===== src/rtl/tlb_op_ctrl.sv =====
// TLB instruction sequencer: runs TLBP/TLBR/TLBWI/TLBWR as a fixed 3-cycle
// operation against the TLB array and CP0, and maintains the CP0 Random counter.
module tlb_op_ctrl #(
    parameter int TLB_ENTRIES = 16,
    parameter int IDX_W       = 4
) (
    input  logic             clk,
    input  logic             rst,
    input  logic             op_valid,
    input  logic [1:0]       op_code,
    output logic             op_ready,
    input  logic [IDX_W-1:0] index_i,
    input  logic [IDX_W-1:0] wired_i,
    input  logic             wired_we,
    output logic             tlb_re,
    output logic             tlb_we,
    output logic [IDX_W-1:0] tlb_addr,
    output logic             probe_req,
    input  logic             probe_hit,
    input  logic [IDX_W-1:0] probe_idx,
    output logic             index_we,
    output logic [31:0]      index_wdata,
    output logic             entry_we,
    output logic [IDX_W-1:0] random_o,
    output logic             done,
    output logic             flush,
    output logic             stall
);

    typedef enum logic [1:0] {
        S_IDLE,
        S_ISSUE,
        S_WAIT,
        S_FIN
    } state_e;

    typedef enum logic [1:0] {
        OP_TLBP  = 2'b00,
        OP_TLBR  = 2'b01,
        OP_TLBWI = 2'b10,
        OP_TLBWR = 2'b11
    } op_e;

    localparam logic [IDX_W-1:0] MAX_IDX = IDX_W'(TLB_ENTRIES - 1);

    state_e           state_q, state_d;
    op_e              op_q, op_d;
    logic [IDX_W-1:0] index_q, index_d;
    logic [IDX_W-1:0] rnd_q, rnd_d;
    logic             hit_q, hit_d;
    logic [IDX_W-1:0] pidx_q, pidx_d;
    logic [IDX_W-1:0] random_q, random_d;

    logic [IDX_W-1:0] target_addr;
    logic             target_ok;
    logic             wired_full;

    // NOTE: every register uses <= so all flops see pre-edge values regardless of block order.
    always_ff @(posedge clk or posedge rst) begin
        if (rst) begin
            state_q  <= S_IDLE;
            op_q     <= OP_TLBP;
            index_q  <= '0;
            rnd_q    <= '0;
            hit_q    <= 1'b0;
            pidx_q   <= '0;
            random_q <= MAX_IDX;
        end else begin
            state_q  <= state_d;
            op_q     <= op_d;
            index_q  <= index_d;
            rnd_q    <= rnd_d;
            hit_q    <= hit_d;
            pidx_q   <= pidx_d;
            random_q <= random_d;
        end
    end

    // NOTE: each always_comb output gets a default first, so no path can infer a latch.
    always_comb begin
        state_d = state_q;
        op_d    = op_q;
        index_d = index_q;
        rnd_d   = rnd_q;
        hit_d   = hit_q;
        pidx_d  = pidx_q;
        unique case (state_q)
            S_IDLE: begin
                if (op_valid) begin
                    state_d = S_ISSUE;
                    op_d    = op_e'(op_code);
                    index_d = index_i;
                    rnd_d   = random_q;
                end
            end
            S_ISSUE: state_d = S_WAIT;
            S_WAIT: begin
                state_d = S_FIN;
                if (op_q == OP_TLBP) begin
                    hit_d  = probe_hit;
                    pidx_d = probe_idx;
                end
            end
            S_FIN:   state_d = S_IDLE;
            default: state_d = S_IDLE;
        endcase
    end

    // Wired writes and the wired-covers-everything case both pin Random at the top entry.
    assign wired_full = int'(wired_i) >= (TLB_ENTRIES - 1);

    always_comb begin
        random_d = random_q - 1'b1;
        if (wired_we || wired_full || (random_q <= wired_i)) begin
            random_d = MAX_IDX;
        end
    end

    assign target_addr = (op_q == OP_TLBWR) ? rnd_q : index_q;
    assign target_ok   = int'(target_addr) < TLB_ENTRIES;

    always_comb begin
        tlb_re      = 1'b0;
        tlb_we      = 1'b0;
        tlb_addr    = '0;
        probe_req   = 1'b0;
        index_we    = 1'b0;
        index_wdata = '0;
        entry_we    = 1'b0;
        done        = 1'b0;
        flush       = 1'b0;
        unique case (state_q)
            S_ISSUE: begin
                if (op_q == OP_TLBP) begin
                    probe_req = 1'b1;
                end else if (target_ok) begin
                    tlb_re   = (op_q == OP_TLBR);
                    tlb_we   = (op_q != OP_TLBR);
                    tlb_addr = target_addr;
                end
            end
            S_FIN: begin
                done = 1'b1;
                if (op_q == OP_TLBP) begin
                    index_we    = 1'b1;
                    index_wdata = hit_q ? 32'(pidx_q) : 32'h8000_0000;
                end else if (target_ok) begin
                    entry_we = (op_q == OP_TLBR);
                    flush    = (op_q != OP_TLBR);
                end
            end
            default: ;
        endcase
    end

    assign op_ready = (state_q == S_IDLE);
    assign stall    = !op_ready;
    assign random_o = random_q;

endmodule


===== config.mk =====
export PLATFORM = sky130hd
export DESIGN_NAME = tlb_op_ctrl
export DESIGN_NICKNAME = d
export VERILOG_FILES = /design/src/rtl/tlb_op_ctrl.sv
export SDC_FILE = /design/constraint.sdc
export NUM_CORES = 1
export LEC_CHECK = 0
export ABC_AREA = 1
export CORE_MARGIN = 5
export CORE_UTILIZATION = 35
export DETAILED_ROUTE_END_ITERATION = 12
export PLACE_DENSITY = 0.8
export SYNTH_ARGS = -nofsm -noshare
export SYNTH_HDL_FRONTEND = slang
export SYNTH_SLANG_ARGS = --single-unit

===== constraint.sdc =====
create_clock -name clk -period 1.44 [get_ports clk]
set_input_delay 0.432 -clock clk [delete_from_list [all_inputs] [get_ports clk]]
set_output_delay 0.432 -clock clk [all_outputs]
set_load 0.03 [all_outputs]

== Word-level counts from Yosys, hierarchy flattened ==
Cells that the tools add are included.
Operators by class
  $lt $le $gt $ge: 2
  reduce and logical (&&, ||, !) cells: 7
  eq/ne operators: 7
  mux-type cells: 19
  $add $sub $neg: 1
Operator list (count)
  2-to-1 mux 32 bit: 3
  2-to-1 mux 4 bit: 4
  2-to-1 mux 1 bit: 10
  one-hot mux 2 bit (4 select lines): 1
  equality test 2 bit (second input constant): 3
  equality test 2 x 1 -> 1 bit (second input constant): 2
  >= comparator 4 bit (second input constant): 1
  less-or-equal comparator 4 bit: 1
  logical NOT 2 bit: 2
  AND reduction 2 bit: 2
  subtractor 4 x 1 -> 4 bit (second input constant): 1
  logical OR 1 bit: 2
  2-to-1 mux 2 bit: 1
  inequality test 2 x 1 -> 1 bit (second input constant): 1
  inequality test 2 bit (second input constant): 1
  logical NOT 1 bit: 1
Storage, ports and cells
  bits of input ports: 19
  word-level logic and storage cells: 43
  flip-flop bits (word level): 21
  output and inout port bits: 49

== Longest topological paths before layout ==
Gate-level depths: netlist of run 1.
  depth in word-level cells: 4
  depth in mapped cells: 8
  depth with buffers taken out: 8

== Worst setup path after synthesis of run 1 ==
Ideal clock, no wire load.
  kind: register -> output
  start point: reg state_q[0]
  end point: out index_wdata[31]
  data required time: 1.008 ns
  path buffers: 0
  cell stages (with the launch flop): 4
  data arrival time: 1.594 ns
  path slack: -0.586 ns
  cells stage by stage: dfrtp_1 ha_1 inv_1 nor3_1
Between the ends
  cells in the longest elaborated chain, start to end: 2
Ends and longest elaborated chain
  from (decl): RTL line 46  | state_e state_q, state_d;
  from (signal assigned): RTL line 69  | state_q <= state_d;
  equality test 2 bit: RTL line 132  | unique case (state_q)
  2-to-1 mux 32 bit: RTL line 132
  to (decl): RTL line 22  | output logic [31:0] index_wdata,
No other way between the ends.

== Worst setup path in the final report of run 1 ==
  start point: reg state_q[1]
  end point: out index_wdata[1]
The elaborated chain is that of the path after synthesis.

==> impl_results.md, run 1 <==
- Outcome: finished, violations left
- Failing checks: negative setup slack
- First-pass GRT wire length: 5202 µm
- Fin crit period: 1.854 ns
- Syn Inst Count: 165
- Pre-CTS setup slack: -0.4449 ns
- Share of the synthesized area in the top cell type: 30.17%
- Post-synth EDFFs: 0
- #FFs+latches synth: 21
- Total number of vias: 1191
- Area leader, netlist: dfrtp_1
- WP data required: 1.01 ns
- Die height: 73.48 µm
- Largest net degree at the start of global routing: 22
- Syn Std Cell Area: 1410 µm²
- # hold bufs at CTS: 0
- CTS max path bufs: 2
- Synthesis Warnings: 0
- Final #Nets: 259
- Starting Density: 35.77%
- Final worst-path setup slack: -0.4137 ns
- Commonest cells post-synth: 27 x buf_4, 23 x inv_1, 19 x nand2_1
- Core area: 3943 µm²
- H-tree Lvls: 1
- Via/cell ratio: 4.254
- Post-synthesis cell type count: 24
- Port bufs: 40
- Arr. time, crit path: 1.42 ns
- Die area: 5399 µm²
- Main synth FF type: dfrtp_1
- Peak supply drop: 0.9152 mV
- DRT antenna net count: 0
- Layout cell share with drive strength beyond 1: 41.30%
- Top post-synthesis cells by area: dfrtp_1 30%, buf_4 14%, ha_1 8.0%
- CTS tree: built
- Clock sinks: 21
- Static Leakage: 1.122 nW
- Final slew viol count: 0
- Final setup vio count: 19
- IO Pins: 68
- Worst Setup SP: state_q[1]
- Pwr Density: 1731 nW/µm²
- Initial DRC count: 30
- Tightest hold margin: 0.4935 ns
- Most common cell in the netlist: buf_4
- Crit. End Element: output port
- Final period util: 128.7%
- Worst Skew: 0.0005655 ns
- Skew-Pair Late Insertion Delay: 0.26 ns
- Ant diodes: 0
- Post-DP HPWL: 2540 µm
- Hold Crit Class: reg2reg
- # DRC: 0
- RR Startpoint: state_q[1]
- Vias in the first global route: 1176
- CTS Buf Count: 3
- Die X: 73.48 µm
- Final Hold Vio Count: 0
- Gr usage total: 12.72%
- GPL Wtd Cong: 0.8481
- RSZ-0062 raised after global routing: true
- # Max-Cap Violations: 0
- Async set-reset flop share out of synthesis: 100.0%
- Clock-pin slew on the worst setup and hold paths: 0.07 ns
- Wire per inst: 12.14 µm
- Drt total wl: 3398 µm
- Hold Crit Start: rnd_q[0]
- Type of the worst setup path: reg2out
- Fillcell total: 342
- Mean Syn Cell Area: 8.546 µm²
- Area grow syn2layout: 55.10%
- CP Launch Type: flop
- Seq/Total Area, Yosys: 37.62%
- Antenna violations before repair: 0
- Cell chosen for the clock root: clkbuf_8
- Gr ovfl total: 0
- 1st-pass router iterations: 4
- Max Freq: 539.5 MHz
- # rows: 23
- Worst-path fanout max: 4
[worst paths after layout]
path                                   to  slack (ns)  cells after the start
setup / recovery           index_wdata[1]       -0.41                      7
hold / removal                   rnd_q[0]        0.49                      2
setup reg to reg               state_q[0]           0                      7
hold reg to reg                  rnd_q[0]        0.49                      2
max in group asynchronous     random_o[0]        0.73                      3
min in group asynchronous       pidx_q[2]        0.50                      3
[worst max-delay path, cell delays in order, from the launching register on]
cell,delay (ns)
dfrtp_1,0.39
buf_6,0.12
ha_4,0.14
inv_4,0.04
nor2_4,0.11
nand2_4,0.11
nor2_4,0.11
buf_6,0.13
[cells by family after synthesis]
| logic type | Yosys count | share of synthesized area [%] |
|---|---|---|
| and+or+nand+nor | 61 | 21.65 |
| muxes | 6 | 5.324 |
| buffers and inverters | 53 | 21.92 |
| xor gates and xnor gates | 1 | 0.6212 |
| AOI/OAI and AO/OA | 13 | 4.614 |
| adders and majority gates | 9 | 7.986 |
| DFF | 21 | 37.62 |
| other | 1 | 0.2659 |
[registers in the layout (all words and copies together) (netlist names)]
signal and cells:
rnd_q 4, pidx_q 4, state_q 2, index_q 4
op_q 2, random_o 4, hit_q 1
[cell type report]
class | instances | area [µm²] | share of cell area (%)
Clock buffer | 3 | 41.29 | 1.888
Timing Repair Buffer | 63 | 604.3 | 27.63
Tap cell | 50 | 62.56 | 2.860
Sequential cell | 21 | 533.0 | 24.37
Multi-Input combinational cell | 117 | 840.8 | 38.44
Inverter | 25 | 100.1 | 4.577
Clock inverter | 1 | 5.005 | 0.2288
[stage by stage]
step	instance area [µm²]	setup TNS [ns]	util (%)	power (mW)	std cells
floorplan	1579	-2.243	-	2.393	191
global placement	1876	-3.323	47.57	2.910	265
detailed placement	1876	-4.032	47.57	2.989	265
CTS	2093	-5.890	53.09	3.668	276
finish	2187	-6.110	55.47	3.785	280
global route	2187	-7.901	55.47	4.035	280
[placed cells by master (no fill, tap or decap), types with 3 or more instances in the layout]
cell type | synthesis | routed
dfrtp_1 | 17 | 15
nor2_4 | 2 | 7
dlymetal6s2s_1 | 0 | 3
ha_4 | 0 | 6
conb_1 | 1 | 27
ha_1 | 9 | 3
nand3_1 | 6 | 6
nor2_1 | 17 | 15
inv_1 | 23 | 19
nor3_2 | 4 | 4
buf_4 | 27 | 26
clkbuf_8 | 0 | 3
inv_2 | 1 | 3
o21ai_0 | 5 | 5
mux2_2 | 4 | 4
clkdlybuf4s50_1 | 0 | 14
nor3_4 | 0 | 3
nand2_1 | 19 | 17
nand2_2 | 5 | 3
dfstp_2 | 4 | 4
nand2_4 | 0 | 3
buf_6 | 1 | 18
a21oi_1 | 6 | 6
[per-layer routing]
| metal | vias to the layer above | wire, µm | part of all wire [%] | global-route usage [%] |
|---|---|---|---|---|
| met4 | 0 | 82 | 2.4 | 6.237 |
| met2 | 46 | 1784 | 53 | 22.34 |
| met5 | - | 0 | 0 | 0 |
| met1 | 550 | 1318 | 39 | 14.33 |
| li1 | 585 | - | - | - |
| met3 | 10 | 214 | 6.3 | 2.873 |
[timing repair]
action	CTS	global route
cloned	0	0
endpoints found under the setup margin	29	38
buffers inserted	7	4
pin swaps	10	6
resized for setup	27	16
[where the power goes]
group,internal (mW),leakage (nW),switching [mW]
sequential,0.840,0.234,0.198
combinational,1.03,0.862,1.33
clock,0.193,0.0255,0.189
Note: power is estimated with default switching activity, not from simulation.
==> run 2, diff against run 1 <==
--- a/config.mk
+++ b/config.mk
@@ -6,7 +6,6 @@
 export NUM_CORES = 1
 export LEC_CHECK = 0
 export ABC_AREA = 1
-export CORE_MARGIN = 5
 export CORE_UTILIZATION = 35
 export DETAILED_ROUTE_END_ITERATION = 12
 export PLACE_DENSITY = 0.8
==> run 2 against run 1 <==
Net effect:
- first-iteration DRC count is 63% lower
- clock power decreased by 1%
- the flow still finishes with violations (negative setup slack)
- critical path type unchanged
- cell count down 2.1%
- largest cell class unchanged
- sequential cell count did not move
- worst setup slack improved by 0.049 ns
- combinational power fell by 4%
- non-clock buffer count shrank 4
- critical path depth fell by 1
==> impl_results.md, run 2 (same netlist as run 1, synthesis figures left out) <==
- CTS max path bufs: 2 (unchanged)
- Total number of vias: 1133 (-4.9%)
- NetSw: 1.664 mW (-3.3%)
- Die area: 4287 µm² (-21%)
- Port bufs: 40 (unchanged)
- Largest net degree at the start of global routing: 22 (unchanged)
- Type of the worst setup path: reg2out
- Peak supply drop: 1.205 mV (+32%)
- Antenna violations before repair: 0 (unchanged)
- Clock sinks: 21 (unchanged)
- Area grow syn2layout: 49.87%
- RSZ-0062 raised after global routing: true
- Fin crit period: 1.805 ns (-0.04911 ns)
- Final period util: 125.3% (-3.4 points)
- Core area: 3771 µm² (-4.3%)
- Arr. time, crit path: 1.37 ns (-0.05 ns)
- GPL Wtd Cong: 0.7446 (-12%)
- # DRC: 0 (unchanged)
- CTS tree: built
- Commonest non-fill, non-tap cell in the layout: conb_1
- Gr ovfl total: 0 (unchanged)
- Die X: 65.48 µm (-11%)
- Vias in the first global route: 1058 (-10%)
- Via/cell ratio: 4.135 (-2.8%)
- Static Leakage: 1.064 nW (-5.1%)
- First-pass GRT wire length: 4629 µm (-11%)
- Combinational Power Share: 61.9% (-0.6 points)
- H-tree Lvls: 1 (unchanged)
- Fillcell total: 335 (-2.0%)
- Post-DP HPWL: 2146 µm (-15%)
- Final Non-Filler Cells: 274 (-2.1%)
- Worst-path fanout max: 4 (unchanged)
- WP data required: 1.01 ns (about the same)
- # hold bufs at CTS: 0 (unchanged)
- Clock-pin slew on the worst setup and hold paths: 0.07 ns (about the same)
- Final Hold Vio Count: 0 (unchanged)
- Pre-CTS setup slack: -0.3836 ns (+0.06130 ns)
- Ant diodes: 0 (unchanged)
- Sequential Power Share: 27.8% (+0.4 points)
- CP Launch Type: flop
- Hold Crit Class: in2async
- Most frequent cells in the layout: 27 x conb_1, 25 x buf_4, 19 x inv_1
- Internal Power: 2.006 mW (-2.9%)
- Skew-Pair Late Insertion Delay: 0.25 ns (about the same)
- Final setup vio count: 18 (-1)
- Clock power frac: 10.3% (+0.2 points)
- Failing checks: negative setup slack
- Gr usage total: 14.02% (+1.3 points)
- Final worst-path setup slack: -0.3646 ns (+0.04911 ns)
- Cell chosen for the clock root: clkbuf_8
- Outcome: finished, violations left
- Die height: 65.48 µm (-11%)
- Final #Nets: 255 (-1.5%)
- Starting Density: 37.39% (+1.6 points)
- Initial DRC count: 11 (-63%)
- Pwr Density: 1736 nW/µm² (+0.33%)
- 1st-pass router iterations: 4 (unchanged)
- Layout cell share with drive strength beyond 1: 39.38% (-1.9 points)
- # rows: 22 (-4.3%)
- CTS Buf Count: 3 (unchanged)
- Final slew viol count: 0 (unchanged)
- DRT antenna net count: 0 (unchanged)
- Drt total wl: 2840 µm (-16%)
- Crit. End Element: output port
- Switching Share: 45.33% (-0.089 points)
- Worst Skew: 0.002435 ns (+0.001869 ns)
- Post-Place Cells: 264 (-0.38%)
- Max Freq: 554.1 MHz (+2.7%)
- # Max-Cap Violations: 0 (unchanged)
- Wire per inst: 10.36 µm (-15%)
- IO Pins: 68 (unchanged)
-- run 2: changes by cell type in the layout (fill, tap and decap cells not counted), moves of 2 or more --
cell / previous run / this run
clkdlybuf4s50_1: 14 / 16
ha_4: 6 / 4
dlymetal6s2s_1: 3 / 1
ha_1: 3 / 5
buf_6: 18 / 15
-- run 2: critical path, stage by stage (launching register included) --
cell     delay [ns]
dfrtp_1        0.43
nor2_4         0.14
inv_2          0.06
nor2_4         0.13
nand2_4        0.11
nor2_4         0.12
buf_6          0.13
-- run 2: final timing paths --
check | cells after the start | start | to | slack (ns)
max in group asynchronous | 3 | rst | random_o[1] | 0.74
min in group clk | 2 | rnd_q[0] | rnd_q[0] | 0.50
setup / recovery | 6 | op_q[0] | index_wdata[0] | -0.36
hold reg to reg | 2 | rnd_q[0] | rnd_q[0] | 0.50
hold / removal | 3 | rst | rnd_q[0] | 0.49
setup reg to reg | 5 | state_q[1] | op_q[1] | 0.09
-- run 2: area by class of cell --
type	count	area, µm²	area share, %
sequential	21	533.0	25.22
timing repair buffer	59	558.0	26.41
tap	48	60.06	2.842
multi-input combinational	117	819.5	38.78
inverter	25	97.59	4.618
clock buffer	4	45.04	2.131
-- run 2: metal layers --
metal	part of all wire, %	GRT usage [%]	routed length [µm]	vias up
li1	-	-	-	577
met1	44	17.65	1242	516
met2	51	24.61	1443	38
met3	4.5	2.604	129	2
met4	0.85	3.261	24	0
met5	0	0	0	-
-- run 2: repair_timing --
| action | CTS | global route |
|---|---|---|
| setup buffers | 3 | 3 |
| pin swaps | 6 | 6 |
| setup endpoints to repair | 28 | 30 |
| resized for setup | 22 | 14 |
-- run 2: power groups by stage --
stage	Sequential, mW	Combinational, mW	Clock, mW
after floorplan	1.01	1.38	0
after global placement	1.01	1.87	0
after detailed placement	1.02	1.90	0
after CTS	1.01	2.14	0.385
after global routing	1.05	2.47	0.418
final	1.02	2.27	0.377
-- run 2: per-stage QoR --
| stage | area (µm²) | util [%] | hold slack, ns | power (mW) | TNS [ns] |
|---|---|---|---|---|---|
| 4_1_cts | 2029 | 53.82 | 0.4925 | 3.542 | -5.278 |
| 6_report | 2113 | 56.04 | 0.4887 | 3.670 | -5.304 |
| 3_3_place_gp | 1881 | 49.87 | 0.4734 | 2.880 | -3.152 |
| 5_1_grt | 2113 | 56.04 | 0.5128 | 3.944 | -6.514 |
| 3_5_place_dp | 1881 | 49.87 | 0.4793 | 2.923 | -3.696 |
| 2_1_floorplan | 1579 | - | 0.4055 | 2.393 | -2.243 |
==> run 3, diff against run 2 <==
--- a/config.mk
+++ b/config.mk
@@ -6,6 +6,7 @@
 export NUM_CORES = 1
 export LEC_CHECK = 0
 export ABC_AREA = 1
+export CORE_MARGIN = 2
 export CORE_UTILIZATION = 35
 export DETAILED_ROUTE_END_ITERATION = 12
 export PLACE_DENSITY = 0.8
==> run 3 against run 2 <==
Net effect:
- routed wire length is 15% higher
- core utilization increased by 0.45 points
- total power is 8.6% higher
- the flow still finishes with violations (negative setup slack)
- largest cell class unchanged
- combinational power increased by 13%
- clock skew about the same
- register-to-register slack worse by 0.20 ns
- critical path type unchanged
- via count rose by 4.9%
- sequential power about the same
- fmax is 1.0% lower
==> impl_results.md, run 3 (same netlist as run 1, synthesis figures left out) <==
- Outcome: finished, violations left
- Failing checks: negative setup slack
- Core area: 3943 µm² (+4.5%)
- Critical path's slowest cell: dfrtp_2
- CTS max path bufs: 2 (unchanged)
- Via/cell ratio: 4.273 (+3.3%)
- Post-DP HPWL: 2260 µm (+5.3%)
- GPL Wtd Cong: 0.7887 (+5.9%)
- Placed inst area: 1876 µm² (-0.27%)
- Crit. End Element: output port
- Worst Skew: 0.002367 ns (-0.00006778 ns)
- Skew-Pair Late Insertion Delay: 0.25 ns (about the same)
- Final #Nets: 257 (+0.78%)
- Drt total wl: 3277 µm (+15%)
- Final Non-Filler Cells: 278 (+1.5%)
- 1st-pass router iterations: 6 (+2)
- Max Freq: 548.5 MHz (-1.0%)
- Final worst-path setup slack: -0.3832 ns (-0.01862 ns)
- Met3 global-route usage: 3.000% (+0.40 points)
- Hold Crit Class: reg2reg
- Final setup vio count: 25 (+7)
- Pwr Density: 1789 nW/µm² (+3.0%)
- WP data required: 1.01 ns (about the same)
- Port bufs: 40 (unchanged)
- Pre-CTS setup slack: -0.3802 ns (+0.003320 ns)
- Fin crit period: 1.823 ns (+0.01862 ns)
- Initial DRC count: 27 (+16)
- Peak supply drop: 0.9712 mV (-19%)
- Type of the worst setup path: reg2out
- IO Pins: 68 (unchanged)
- Die height: 67.48 µm (+3.1%)
- H-tree Lvls: 1 (unchanged)
- GR Util met2: 23.04% (-1.6 points)
- Tightest hold margin: 0.4837 ns (-0.005003 ns)
- Top Usage Layer GRT: met2
- Final slew viol count: 0 (unchanged)
- Final Hold Vio Count: 0 (unchanged)
- Area grow syn2layout: 57.94%
- CTS Buf Count: 3 (unchanged)
- Die X: 67.48 µm (+3.1%)
- Vias in the first global route: 1099 (+3.9%)
- # rows: 23 (+4.5%)
- Die area: 4553 µm² (+6.2%)
- Wire per inst: 11.79 µm (+14%)
- Clock sinks: 21 (unchanged)
- Static Leakage: 1.140 nW (+7.1%)
- # DRC: 0 (unchanged)
- CTS tree: built
- Most used cell, CP: buf_6
- Design area: 2227 µm² (+5.4%)
- Most frequent cells in the layout: 27 x conb_1, 26 x buf_6, 16 x nand2_1
- Cell chosen for the clock root: clkbuf_8
- Clock-pin slew on the worst setup and hold paths: 0.07 ns (about the same)
- Arr. time, crit path: 1.39 ns (+0.02 ns)
- Ant diodes: 0 (unchanged)
- Final period util: 126.6% (+1.3 points)
- Commonest non-fill, non-tap cell in the layout: conb_1
- Worst-path fanout max: 4 (unchanged)
- Total number of vias: 1188 (+4.9%)
- Cell Chain, Critical Path: nor2_4 -> inv_2 -> buf_6 -> nand2_4 -> nor3_4 -> buf_6
- # Max-Cap Violations: 0 (unchanged)
- Post-Place Cells: 265 (+0.38%)
- Largest net degree at the start of global routing: 22 (unchanged)
- Worst stage delay on the critical path: 0.43 ns (about the same)
- First-pass GRT wire length: 4643 µm (+0.30%)
- RSZ-0062 raised after global routing: true
- Gr usage total: 13.42% (-0.60 points)
- DRT antenna net count: 0 (unchanged)
- Layout cell share with drive strength beyond 1: 44.30% (+4.9 points)
- Met1 Use GR: 16.49% (-1.2 points)
- CP Launch Type: flop
- Antenna violations before repair: 0 (unchanged)
- Starting Density: 35.77% (-1.6 points)
- Gr ovfl total: 0 (unchanged)
run 3: critical path, delay by kind of cell, from the launching register on:
family | cells | cell delay, ns
flip-flops | 1 | 0.43
AND/OR/NAND/NOR | 3 | 0.33
buffers and inverters | 3 | 0.37
run 3: layer usage:
layer | vias to the layer above | wire length [µm]
met5 | - | 0
li1 | 583 | -
met4 | 0 | 25
met2 | 34 | 1742
met1 | 569 | 1325
met3 | 2 | 184
run 3: what timing repair did:
item | 4_1_cts | 5_1_grt
buffers inserted | 3 | 5
hold buffers | 0 | 0
resized for setup | 37 | 30
setup endpoints to repair | 29 | 25
pin swaps | 7 | 7
gates cloned | 0 | 1
run 3: worst paths after layout:
path | end | from | slack [ns] | cells past startpoint
min in group asynchronous | pidx_q[1] | rst | 0.49 | 3
worst max-delay path | tlb_addr[3] | op_q[1] | -0.38 | 6
worst min-delay path | random_o[0] | random_o[0] | 0.48 | 1
max in group asynchronous | random_o[2] | rst | 0.73 | 3
worst min register to register | random_o[0] | random_o[0] | 0.48 | 1
worst max register to register | op_q[1] | state_q[1] | -0.11 | 7
run 3: per-stage QoR:
step	util [%]	total power [mW]	setup TNS, ns
after detailed placement	47.57	2.971	-3.494
after CTS	52.65	3.665	-5.234
after floorplan	-	2.393	-2.243
after global placement	47.57	2.902	-2.917
final	56.49	3.984	-6.127
after global routing	56.49	4.238	-7.729
run 3: layout make-up:
class,count,area (µm²)
Clock buffer,4,45.04
Fill cell,343,1715
Inverter,25,101.3
Multi-Input combinational cell,118,869.6
Sequential cell,21,533.0
Tap cell,50,62.56
Timing Repair Buffer,60,615.6
run 3: where the power goes:
group          switching [mW]  internal [mW]
Combinational            1.42           1.14
Sequential              0.206          0.840
Clock                   0.182          0.197
Total                    1.81           2.18
